## src/rtl/wdt_pkg.sv

```systemverilog
// Shared definitions for the watchdog reset generator.
// Holds the register offsets, the software reset key, the FSM state
// encoding and a small helper used to clamp the pulse length.
package wdt_pkg;

    // Register byte offsets
    localparam logic [7:0] ADDR_CTRL  = 8'h00;
    localparam logic [7:0] ADDR_STAT  = 8'h04;
    localparam logic [7:0] ADDR_SWRST = 8'h08;

    // Only this exact value written to SWRST requests a reset
    localparam logic [31:0] SWRST_KEY = 32'h5A5A_A5A5;

    typedef enum logic [1:0] {
        StIdle    = 2'd0,
        StAssert  = 2'd1,
        StHoldoff = 2'd2
    } wdt_state_e;

    // A zero length still produces a one-cycle pulse
    function automatic logic [7:0] len_or_one(input logic [7:0] len);
        return (len == 8'd0) ? 8'd1 : len;
    endfunction

endpackage

```

## src/rtl/wdt_rst_sync.sv

```systemverilog
// Synchronizer and falling-edge detector for the watchdog reset request.
// Ports:
//   clk      - destination clock
//   rst_b    - asynchronous active-low reset; all flops reset to 1
//   async_in - active-low request from another clock domain
//   fall     - one-cycle pulse when the synchronized request goes low
module wdt_rst_sync (
    input  logic clk,
    input  logic rst_b,
    input  logic async_in,
    output logic fall
);

    logic sync1_q;
    logic sync2_q;
    logic dly_q;

    // Reset to 1 so that releasing reset never looks like a falling edge
    always_ff @(posedge clk or negedge rst_b) begin
        if (!rst_b) begin
            sync1_q <= 1'b1;
            sync2_q <= 1'b1;
            dly_q   <= 1'b1;
        end else begin
            sync1_q <= async_in;
            sync2_q <= sync1_q;
            dly_q   <= sync2_q;
        end
    end

    assign fall = !sync2_q && dly_q;

endmodule

```

## src/rtl/wdt_rst_gen.sv

```systemverilog
// Watchdog / software reset stretcher with an APB register interface.
// A watchdog falling edge (when enabled) or a keyed software write starts a
// system reset pulse of max(LEN,1) cycles, followed by a lockout window.
// Ports:
//   pclk, prst_b        - clock and asynchronous active-low power-on reset
//   psel, penable,
//   pwrite, paddr,
//   pwdata, prdata      - APB slave, no wait states, combinational read data
//   wdt_sys_rst_b       - asynchronous active-low watchdog request
//   scan_mode           - DFT bypass: output follows prst_b
//   sys_rst_req_b       - stretched active-low system reset request
//   rst_busy            - high while a pulse or its lockout is in progress
module wdt_rst_gen
    import wdt_pkg::*;
#(
    parameter int unsigned HOLDOFF_CYC = 4,
    parameter int unsigned DEF_LEN     = 32
) (
    input  logic        pclk,
    input  logic        prst_b,
    input  logic        psel,
    input  logic        penable,
    input  logic        pwrite,
    input  logic [7:0]  paddr,
    input  logic [31:0] pwdata,
    output logic [31:0] prdata,
    input  logic        wdt_sys_rst_b,
    input  logic        scan_mode,
    output logic        sys_rst_req_b,
    output logic        rst_busy
);

    localparam logic [7:0] HoldLoad = 8'(HOLDOFF_CYC);
    localparam logic [7:0] LenReset = 8'(DEF_LEN);

    wdt_state_e state_q, state_d;
    logic [7:0] cnt_q, cnt_d;
    logic       out_q;

    logic       en_q, en_d;
    logic [7:0] len_q, len_d;
    logic       wdt_seen_q, wdt_seen_d;
    logic       sw_seen_q, sw_seen_d;
    logic       lost_q, lost_d;
    logic [7:0] wdt_cnt_q, wdt_cnt_d;

    logic wdt_req;
    logic apb_wr;
    logic sw_req;
    logic busy;
    logic start;

    wdt_rst_sync u_sync (
        .clk      (pclk),
        .rst_b    (prst_b),
        .async_in (wdt_sys_rst_b),
        .fall     (wdt_req)
    );

    assign apb_wr = psel && penable && pwrite;
    assign sw_req = apb_wr && (paddr == ADDR_SWRST) && (pwdata == SWRST_KEY);
    assign busy   = (state_q != StIdle);
    assign start  = (state_q == StIdle) && ((wdt_req && en_q) || sw_req);

    // FSM next state and pulse/lockout counter
    always_comb begin
        state_d = state_q;
        cnt_d   = cnt_q;
        case (state_q)
            StIdle: begin
                if (start) begin
                    state_d = StAssert;
                    cnt_d   = len_or_one(len_q);
                end
            end
            StAssert: begin
                if (cnt_q <= 8'd1) begin
                    state_d = StHoldoff;
                    cnt_d   = HoldLoad;
                end else begin
                    cnt_d = cnt_q - 8'd1;
                end
            end
            StHoldoff: begin
                if (cnt_q <= 8'd1) begin
                    state_d = StIdle;
                    cnt_d   = 8'd0;
                end else begin
                    cnt_d = cnt_q - 8'd1;
                end
            end
            default: begin
                state_d = StIdle;
                cnt_d   = 8'd0;
            end
        endcase
    end

    // Register file next state; hardware sets are applied after W1C so set wins
    always_comb begin
        en_d       = en_q;
        len_d      = len_q;
        wdt_seen_d = wdt_seen_q;
        sw_seen_d  = sw_seen_q;
        lost_d     = lost_q;
        wdt_cnt_d  = wdt_cnt_q;

        if (apb_wr && (paddr == ADDR_CTRL)) begin
            en_d  = pwdata[0];
            len_d = pwdata[15:8];
        end

        if (apb_wr && (paddr == ADDR_STAT)) begin
            if (pwdata[0])  wdt_seen_d = 1'b0;
            if (pwdata[1])  sw_seen_d  = 1'b0;
            if (pwdata[2])  lost_d     = 1'b0;
            if (pwdata[31]) wdt_cnt_d  = 8'd0;
        end

        // Watchdog events are logged even when EN is clear
        if (wdt_req) begin
            wdt_seen_d = 1'b1;
            if (wdt_cnt_d != 8'hFF) begin
                wdt_cnt_d = wdt_cnt_d + 8'd1;
            end
        end
        if (sw_req) begin
            sw_seen_d = 1'b1;
        end
        if (busy && (wdt_req || sw_req)) begin
            lost_d = 1'b1;
        end
    end

    always_ff @(posedge pclk or negedge prst_b) begin
        if (!prst_b) begin
            state_q    <= StIdle;
            cnt_q      <= 8'd0;
            out_q      <= 1'b1;
            en_q       <= 1'b1;
            len_q      <= LenReset;
            wdt_seen_q <= 1'b0;
            sw_seen_q  <= 1'b0;
            lost_q     <= 1'b0;
            wdt_cnt_q  <= 8'd0;
        end else begin
            state_q    <= state_d;
            cnt_q      <= cnt_d;
            // Registered from the current state: output lags state by one cycle
            out_q      <= (state_q != StAssert);
            en_q       <= en_d;
            len_q      <= len_d;
            wdt_seen_q <= wdt_seen_d;
            sw_seen_q  <= sw_seen_d;
            lost_q     <= lost_d;
            wdt_cnt_q  <= wdt_cnt_d;
        end
    end

    always_comb begin
        prdata = 32'd0;
        if (psel && !pwrite) begin
            case (paddr)
                ADDR_CTRL: prdata = {16'd0, len_q, 7'd0, en_q};
                ADDR_STAT: prdata = {16'd0, wdt_cnt_q, 5'd0, lost_q, sw_seen_q, wdt_seen_q};
                default:   prdata = 32'd0;
            endcase
        end
    end

    assign sys_rst_req_b = scan_mode ? prst_b : out_q;
    assign rst_busy      = busy;

endmodule

```

## config.mk

```make
export PLATFORM = sky130hd
export DESIGN_NAME = wdt_rst_gen
export DESIGN_NICKNAME = d
export VERILOG_FILES = /design/src/rtl/wdt_pkg.sv /design/src/rtl/wdt_rst_sync.sv /design/src/rtl/wdt_rst_gen.sv
export SDC_FILE = /design/constraint.sdc
export NUM_CORES = 1
export LEC_CHECK = 0
export ABC_AREA = 1
export BUFFER_PORTS_ARGS = -buffer_cell sky130_fd_sc_hd__clkbuf_2
export CAP_MARGIN = 20
export CORE_ASPECT_RATIO = 0.7
export CORE_MARGIN = 2
export CORE_UTILIZATION = 54
export DETAILED_ROUTE_END_ITERATION = 10
export PLACE_DENSITY = 0.86
export RECOVER_POWER = 50
export REMOVE_ABC_BUFFERS = 1
export SLEW_MARGIN = 30
export SYNTH_ARGS = -nofsm -noshare
export SYNTH_HDL_FRONTEND = slang
export SYNTH_SLANG_ARGS = --single-unit
```

## constraint.sdc

```tcl
create_clock -name pclk -period 3.94 [get_ports pclk]
set_clock_uncertainty 0.2 [all_clocks]
set_input_delay 0.197 -clock pclk [delete_from_list [all_inputs] [get_ports pclk]]
set_output_delay 0.197 -clock pclk [all_outputs]
set_load 0.02 [all_outputs]
```

# Word level (Yosys, flattened, before mapping)
# Cells that the tools add are included.
word_totals:
  register_bits: 34
  latchBits: 0
  ram_bits: 0
  mem_bits_ro: 0
  inputBits: 47
  output_inout_bits: 34
  wordCells: 79
  mem_count: 0
classes:
  add_sub_neg: 2
  n_mul: 0
  div: 0
  magnitude_cmp: 1
  n_eq_ne: 10
  n_shift: 0
  mux: 25
  bitwise_logic: 0
  reduce_logical: 29
op_table:
  columns: ["op", "n"]
  rows:
  - ["two-way mux 8 bit", 8]
  - ["== test 32 x 31 -> 1 bit, second input constant", 1]
  - ["case mux 16 bit (2 select lines)", 1]
  - ["case mux 8 bit (3 select lines)", 1]
  - ["zero test 8 bit", 2]
  - ["two-way mux 16 bit", 1]
  - ["nonzero test 2 bit", 7]
  - ["logical AND 1 bit", 11]
  - ["two-way mux 1 bit", 10]
  - ["adder 8 x 1 -> 8 bit, second input constant", 1]
  - ["== test 8 x 3 -> 1 bit, second input constant", 1]
  - ["== test 8 x 4 -> 1 bit, second input constant", 1]
  - ["less-or-equal comparator 8 x 1 -> 1 bit, second input constant", 1]
  - ["!= test 8 bit, second input constant", 1]
  - ["subtractor 8 x 1 -> 8 bit, second input constant", 1]
  - ["two-way mux 2 bit", 3]
  - ["!= test 2 bit, second input constant", 3]
  - ["case mux 2 bit (3 select lines)", 1]
  - ["AND reduction 2 bit", 3]
  - ["AND reduction 3 bit", 1]
  - ["== test 2 x 1 -> 1 bit, second input constant", 1]
  - ["== test 2 bit, second input constant", 1]
  - ["zero test 1 bit", 2]
  - ["zero test 2 bit", 1]
  - ["other kinds (2)", 3]

# Longest topological paths before layout
# Gate-level depths: netlist of run 1.
depth:
  word_depth: 8
  ltp_mapped: 12
  mapped_depth_nobuf: 11

# Cells and area by module
# Synthesis of run 1 repeated with hierarchy kept, for this count alone.
unflattened:
  hier_cells: 302
  area_unflattened_um2: 2238.4
modules_own_cells:
  columns: ["mod", "n_inst", "cells_each", "area_each_um2", "seq_area_each_um2"]
  rows:
  - ["wdt_rst_gen", 1, 297, 2149.6, 779.5]
  - ["wdt_rst_sync", 1, 5, 88.8, 78.8]

# Least setup slack after synthesis of run 1
# OpenSTA, ideal clock, no wires.
synth_path:
  kind: "register to register"
  from: "register u_sync.dly_q"
  to: "register wdt_cnt_q[3]"
  setup_ps: 119
  arrival_time_ps: 1391
  required_time_ps: 3621
  path_slack_ps: 2231
  path_stages_with_launch: 7
  n_path_buf: 0
  period_less_slack_ps: 1709
  cell_sequence: "dfstp_2 -> inv_1 -> nor2_1 -> inv_1 -> nor2_1 -> nand2_2 -> o21a_1"
synth_between:
  elab_chain_cells: 2
synth_rtl:
  columns: ["element", "line", "source"]
  rows:
  - ["from (decl)", "wdt_rst_sync.sv:16", "logic dly_q;"]
  - ["from (signal assigned)", "wdt_rst_sync.sv:27", "dly_q <= sync2_q;"]
  - ["logical AND 1 bit", "wdt_rst_sync.sv:31", "assign fall = !sync2_q && dly_q;"]
  - ["two-way mux 8 bit", "wdt_rst_gen.sv:121", "if (wdt_req) begin"]
  - ["net wdt_cnt_d[3]", "wdt_rst_gen.sv:45", "logic [7:0] wdt_cnt_q, wdt_cnt_d;"]
  - ["to (signal assigned)", "wdt_rst_gen.sv:156", "wdt_cnt_q <= wdt_cnt_d;"]
  - ["to (decl)", "wdt_rst_gen.sv:45", null]
# The timed path passes the listed nets, and every way through them passes these cells.
# A chain may end at the register's enable or synchronous reset.

# Final worst setup path of run 1
layout_path:
  from: "input port prst_b"
  to: "output port sys_rst_req_b"
layout_between:
  elab_chain_cells: 1
layout_rtl:
  columns: ["element", "line", "source"]
  rows:
  - ["from (decl)", "wdt_rst_gen.sv:20", "input logic prst_b,"]
  - ["two-way mux 1 bit", "wdt_rst_gen.sv:171", "assign sys_rst_req_b = scan_mode ? prst_b : out_q;"]
  - ["to (decl)", "wdt_rst_gen.sv:29", "output logic sys_rst_req_b,"]
# No other way between the ends.

==> results.md, run 1 <==
* Outcome: completed
* Unrepaired setup endpoints after global routing: no
* Clock transition at path regs at roughly 0.07 ns
* Largest net degree at the start of global routing at 36
* Antenna violations before repair at 0
* Worst setup EP type: output pin
* Post-route cell area at between 2000 and 3000 sq um
* Tcrit/Tclk final at 0.577
* Ratio of cells with drive above 1 in the final layout at 0.241
* Hold Vio Cnt, Final at 0
* Total core area at around 4000 sq um
* WHS at ~0.009 ns
* GRT Util Overall at 0.250
* Port Buf Inserts at 59
* Post-placement cell count at roughly 400
* CTS tree: built
* Setup Viol. Count Final at 0
* DRT Pass-1 Iters at 4
* DRC errors left at 0
* WHS Path Cells at 4
* Clk_lat worst skew at 0.29 ns
* Post-DRT Antenna Nets at 0
* Die ar. at 4680 sq um
* Crit path required time at about 3.5 ns
* Post-Place Worst Slack at about 1.9 ns
* First-pass GRT wire length at between 8000 and 9000 microns
* Worst Tran Pin Value at around 0.83 ns
* Detailed Place HPWL at 4040 microns
* Max-Slew Margin vs Limit at 0.445
* Synthesized cell area at around 2200 sq um
* Cells after Synth at 298
* Root Driver: clkbuf_8
* # Post-CTS Setup Buffers at 0
* Max Clock Freq at ~0.44 GHz
* N_diodes at 0
* Max Cap Viol at 0
* Area growth, synth to finish at 19.3%
* Htree depth at 2
* Post-synth top area share at 0.313
* Synthesis warning total at 0
* Setup TNS at 0 ns
* # clock sinks at 34
* Reg2Reg Setup Slack at between 1.5 and 2 ns
* Biggest area consumer among synthesized cells: dfrtp_1
* Total of flip-flops plus latches after synthesis at 34
* Reg2reg path depth at 6
* Placed cell area at 2480 sq um
* Post_cts resized at 0
* Net count reported at finish at between 400 and 500
* Die W at 81.0 microns
* Layout Utilization at 0.677
* Initial Util at 0.567
* Vias in the first global route at around 2100
* Starting DRT DRC Count at ~190
* Maximum clock insertion buffer count at 2
* Top post-synthesis cells by area: dfrtp_1 (31%), nand2_1 (11%), dfstp_2 (7.0%), buf_4 (7.0%), inv_1 (6.0%)
* Slew Limit Fails at 0
* Startpoint types: input port
* Seq/Total Area, Yosys at 0.383
* Via density at ~5.2
* Drt total wl at around 5300 microns
* TritonCTS Buffers at 5
* Hold Path Class: in -> reg
* Worst setup path category: in -> out
* Site row count at 19
* Global route overflow at 0
* Worst path arrival time at 1.88 ns
* I/O Pins at between 80 and 90
* PwrDens at around 520 nW/um^2
* Die height at roughly 58 microns
* Avg Synthesized Cell Area at approximately 7.5 sq um
* Period minus WS final at 2.27 ns
* Power Total at ~1.4 mW
* Routability cong. at about 0.89
* Pleak at 1.38 nW
* Filler-free cell count of the finished design at between 400 and 500
* WL per Instance at 12.6 microns
* Peak VDD IR at 318 uV
* Vias post-DR at about 2200
* Crit path max fanout at 35
* Final WS setup at approximately 1.7 ns
* Netlist cell types at 36
metal layers:
layer / global-route usage / wire [microns]
met3: 0.0483 / 455
met2: 0.409 / 2420
met4: 0.123 / 137
met1: 0.320 / 2300
met5: 0 / 0
synthesized netlist by cell type:
cell	count
a21boi_0	1
a21oi_1	17
a31oi_1	1
buf_2	1
buf_4	21
buf_6	2
clkbuf_1	2
conb_1	1
dfrtp_1	28
dfstp_2	6
ha_1	2
inv_1	36
inv_2	1
mux2_2	5
nand2_1	66
nand2_2	2
nand2_4	2
nand3_1	15
nand3_2	4
nand3b_1	1
nand4_1	6
nor2_1	29
nor2_2	5
nor2_4	1
nor3_1	3
nor3b_1	2
nor4_1	3
nor4b_1	2
o21a_1	1
o21ai_0	13
o21ai_1	7
o21ai_2	1
o22ai_1	3
o31ai_1	1
xnor2_1	2
xor2_1	5
worst max-delay path, stage by stage:
cell and delay [ns]:
dlygate4sd3_1 0.53, clkbuf_2 0.50, mux2_2 0.47, clkbuf_2 0.15
cell type report:
type	count	area, sq um
Clock buffer	8	80.1
Fill cell	366	1270
Inverter	37	139
Multi-Input combinational cell	221	1120
Sequential cell	34	858
Tap cell	52	65.1
Timing Repair Buffer	70	405
cell usage in the layout (no fill, tap or decap), types with 3 or more instances in the layout:
cell	synthesis	final
nand2_1	66	66
clkbuf_2	0	59
inv_1	36	37
nor2_1	29	29
dfrtp_1	28	28
conb_1	1	21
a21oi_1	17	17
nand3_1	15	15
o21ai_0	13	14
dlygate4sd3_1	0	11
nand4_1	6	6
o21ai_1	7	6
nor2_2	5	5
xor2_1	5	5
mux2_2	5	5
clkbuf_8	0	5
dfstp_2	6	5
nand3_2	4	4
nor3_1	3	3
nor4_1	3	3
o22ai_1	3	3
clkbuf_1	2	3
state kept, by name (all words and copies together), names as in the netlist:
signal	count
sw_seen_q	1
u_sync.sync1_q	1
len_q	8
lost_q	1
wdt_seen_q	1
out_q	1
cnt_q	8
u_sync.sync2_q	1
u_sync.dly_q	1
en_q	1
wdt_cnt_q	8
state_q	2
logic make-up after synthesis:
logic type,count (synthesis),share of synthesized area
AOI/OAI and AO/OA,45,0.108
and+or+nand+nor,141,0.295
muxes,5,0.0252
other,1,0.00168
adders and majority gates,2,0.0112
xor gates and xnor gates,7,0.0274
buffers and inverters,63,0.148
DFF,34,0.383
what timing repair did:
action | 4_1_cts | 5_1_grt
hold endpoints to repair | 38 | 0
setup endpoints to repair | 0 | 0
hold buffers | 11 | 0
report_power, final:
| part | internal (mW) | leakage, nW | switching [mW] | total (mW) |
|---|---|---|---|---|
| logic | 0.219 | 0.945 | 0.402 | 0.620 |
| clock network | 0.125 | 0.0395 | 0.121 | 0.246 |
| registers | 0.452 | 0.393 | 0.0760 | 0.528 |
worst paths after layout:
check / startpoint / end
setup reg to reg: u_sync.dly_q / wdt_cnt_q[3]
hold / removal: pwdata[1] / sw_seen_q
min in group asynchronous: prst_b / len_q[1]
hold reg to reg: u_sync.sync1_q / u_sync.sync2_q
max in group asynchronous: prst_b / cnt_q[2]
setup / recovery: prst_b / sys_rst_req_b
Note: power is estimated with default switching activity, not from simulation.
==> run 2: changes to the inputs <==
ABC_AREA = 0   (was 1)
CORE_UTILIZATION = 45   (was 54)
PLACE_DENSITY = 0.77   (was 0.86)
clock period = 1.9 ns   (was 3.94 ns; I/O delays follow)
==> results.md, run 2 <==
* Outcome: complete, but fails checks (was completed)
* Failing checks: setup timing
* Clock transition at path regs at 0.07 ns (about the same)
* Largest regs: cnt_q (8), len_q (8), wdt_cnt_q (8) (unchanged)
* Slew Limit Fails at 0 (unchanged)
* Setup Viol. Count Final at 1 (was 0)
* Tcrit/Tclk final at 1.01
* # clock sinks at 34 (unchanged)
* Worst path arrival time at 1.90 ns (was 1.88 ns)
* Final WS setup at -0.0190 ns (was 1.67 ns)
* Maximum clock insertion buffer count at 2 (unchanged)
* Via density at 5.45 (was 5.25)
* Synthesis warning total at 0 (unchanged)
* Worst setup EP type: register (was output pin)
* Clk_lat worst skew at 0.30 ns (was 0.29 ns)
* Post-DRT Antenna Nets at 0 (unchanged)
* GRT Util Overall at 0.217 (was 0.250)
* Hold Vio Cnt, Final at 0 (unchanged)
* Startpoint types: register (was input port)
* Ratio of cells with drive above 1 in the final layout at 0.388 (was 0.241)
* N_diodes at 0 (unchanged)
* Detailed Place HPWL at 4250 microns (was 4040 microns)
* R2R Path Start: cnt_q[1] (was u_sync.dly_q)
* Avg Synthesized Cell Area at 9.76 sq um (was 7.51 sq um)
* Global route overflow at 0 (unchanged)
* Synthesized cell area at 2200 sq um (was 2240 sq um)
* Post-route cell area at 3010 sq um (was 2670 sq um)
* Critical path origin: cnt_q[1] (was prst_b)
* Reg2Reg Setup Slack at -0.02 ns (was 1.98 ns)
* Reg2reg path depth at 7 (was 6)
* DRC errors left at 0 (unchanged)
* I/O Pins at 81 (unchanged)
* Biggest area consumer among synthesized cells: dfrtp_1 (unchanged)
* Most common cell in the netlist: dfrtp_1 (was nand2_1)
* Initial Util at 0.465 (was 0.567)
* Pleak at 1.41 nW (was 1.38 nW)
* CTS tree: built (unchanged)
* Total core area at 4730 sq um (was 3950 sq um)
* Port Buf Inserts at 59 (unchanged)
* Die height at 62.5 microns (was 57.9 microns)
* PwrDens at 582 nW/um^2 (was 522 nW/um^2)
* Worst setup path endpoint: cnt_q[2] (was sys_rst_req_b)
* Crit path required time at 1.88 ns (was 3.54 ns)
* Fraction of registers with async set/reset at 1.00 (unchanged)
* Max-Slew Margin vs Limit at 0.440 (was 0.445)
* Area growth, synth to finish at 37.0% (was 19.3%)
* Total of flip-flops plus latches after synthesis at 34 (unchanged)
* Peak VDD IR at 359 uV (was 318 uV)
* Placed cell area at 2650 sq um (was 2480 sq um)
* Commonest cells after routing, fill and taps aside: clkbuf_2 (56), buf_4 (30), dfrtp_1 (27), conb_1 (21), nor2_1 (20) (was nand2_1 (66), clkbuf_2 (59), inv_1 (37), nor2_1 (29), dfrtp_1 (28))
* Fillers at 371 (was 366)
* WL per Instance at 15.7 microns (was 12.6 microns)
* Vias in the first global route at 1940 (was 2058)
* Top post-synthesis cells by area: dfrtp_1 (32%), dfstp_2 (7.2%), buf_4 (7.2%), mux2_1 (4.6%), a22oi_1 (3.4%) (was dfrtp_1 (31%), nand2_1 (11%), dfstp_2 (7.0%), buf_4 (7.0%), inv_1 (6.0%))
* DRT Pass-1 Iters at 4 (unchanged)
* TritonCTS Buffers at 5 (unchanged)
* Post-Place Worst Slack at -0.154 ns (was 1.85 ns)
* Net count reported at finish at 375 (was 418)
* Starting DRT DRC Count at 160 (was 186)
* Cells after Synth at 225 (was 298)
* Post-synth top area share at 0.319 (was 0.313)
* Unrepaired setup endpoints after global routing: yes (was no)
* Worst setup path category: reg -> reg (was in -> out)
* Root Driver: clkbuf_8 (unchanged)
* Vias post-DR at 2094 (was 2214)
* Netlist cell types at 56 (was 36)
* Largest net degree at the start of global routing at 35 (was 36)
* Max Clock Freq at 0.521 GHz
* Htree depth at 2 (unchanged)
* Most frequent cells after synthesis: dfrtp_1 (28), buf_4 (21), nor2_1 (20), nand2_1 (11), a22oi_1 (10) (was nand2_1 (66), inv_1 (36), nor2_1 (29), dfrtp_1 (28), buf_4 (21))
* Die ar. at 5470 sq um (was 4680 sq um)
* First-pass GRT wire length at 9090 microns (was 8810 microns)
* Worst R2R End: cnt_q[2] (was wdt_cnt_q[3])
* Drt total wl at 6050 microns (was 5320 microns)
* Ys flop type: dfrtp_1 (unchanged)
* Site row count at 21 (was 19)
* Setup TNS at -0.0190 ns (was 0 ns)
* Worst Tran Pin Value at 0.840 ns (was 0.832 ns)
* Antenna violations before repair at 0 (unchanged)
* Period minus WS final at 1.92 ns
* Seq/Total Area, Yosys at 0.391 (was 0.383)
* Crit path max fanout at 5 (was 35)
* Most common cell after layout, fill and taps aside: clkbuf_2 (was nand2_1)
* Routability cong. at 0.896 (was 0.888)
* Number of synthesized flops with an enable pin at 0 (unchanged)
* Max Cap Viol at 0 (unchanged)
* Hold Path Class: in -> reg (unchanged)
* Die W at 87.5 microns (was 81.0 microns)
-- run 2: cell types whose count changed in the layout (fill, tap and decap cells not counted), moves of 9 or more --
cell     before  now
o21ai_0      14    3
nand2_1      66   11
inv_1        37    3
a22oi_1       0   10
mux2_1        0    9
nor2_1       29   20
a21oi_1      17    8
nand3_1      15    6
buf_4         0   30
-- run 2: timing repair --
item,in CTS,in global routing
endpoints found under the hold margin,41,1
gates cloned,0,1
hold buffers,13,1
pin swaps,3,5
buffers inserted,0,4
endpoints found under the setup margin,3,9
gates resized for setup,6,19
-- run 2: how the worst min path moves through the flow --
stage                  startpoint        endpoint  slack (ns)  cells after the start
CTS                      paddr[6]          lost_q        0.02                      5
floorplan                  prst_b        cnt_q[0]       -0.40                      0
detailed placement  wdt_sys_rst_b  u_sync.sync1_q       -0.01                      1
finish                   paddr[6]          lost_q        0.02                      5
global route             paddr[6]          lost_q        0.05                      5
global placement    wdt_sys_rst_b  u_sync.sync1_q       -0.01                      1
-- run 2: final cells by class --
cell class,count,area (sq um),share of cell area
clock buffers,7,86.3,0.0287
clock inverters,1,5.00,0.00166
inverters,5,18.8,0.00623
multi-input cells,178,1310,0.434
flip-flops and latches,34,860,0.286
well taps,57,71.3,0.0237
repair buffers,102,663,0.220
-- run 2: layer usage --
metal,track usage,vias up,part of all wire,wire [microns]
met5,0,-,0,0
met3,0.0502,13,0.076,460
met4,0.0942,0,0.022,131
met2,0.323,104,0.47,2870
met1,0.300,990,0.43,2580
li1,-,987,-,-
-- run 2: cell families (layout without fill, tap and decap cells) --
logic type,after synthesis,in the layout,share of synthesized area
mux,19,19,0.104
buf+inv,34,115,0.0979
flops,34,34,0.391
simple gates,89,89,0.244
other cells,1,21,0.00171
compound gates,40,41,0.127
xor+xnor,6,6,0.0239
fa+ha+maj,2,2,0.0114
-- run 2: power by group --
| part | total [mW] | switching [mW] | leakage [nW] | internal (mW) |
|---|---|---|---|---|
| combinational | 0.314 | 0.165 | 0.976 | 0.148 |
| clock | 0.558 | 0.266 | 0.0482 | 0.292 |
| sequential | 0.880 | 0.0900 | 0.391 | 0.790 |
-- run 2: critical path: stages, from the launching register on --
cell and delay (ns):
dfrtp_1 0.37, inv_2 0.06, buf_4 0.14, ha_2 0.20, o211a_4 0.28, o22ai_1 0.15, o32ai_1 0.13, mux2_4 0.27
-- run 2: per-stage QoR --
step                       util  hold WS (ns)  cells  total power, mW
after floorplan               -        -0.401    216             1.03
after global placement    0.561       -0.0113    360             1.16
after detailed placement  0.561       -0.0124    360             1.17
after CTS                 0.610        0.0170    381             1.75
after global routing      0.637        0.0528    384             1.83
final                     0.637        0.0235    384             1.75
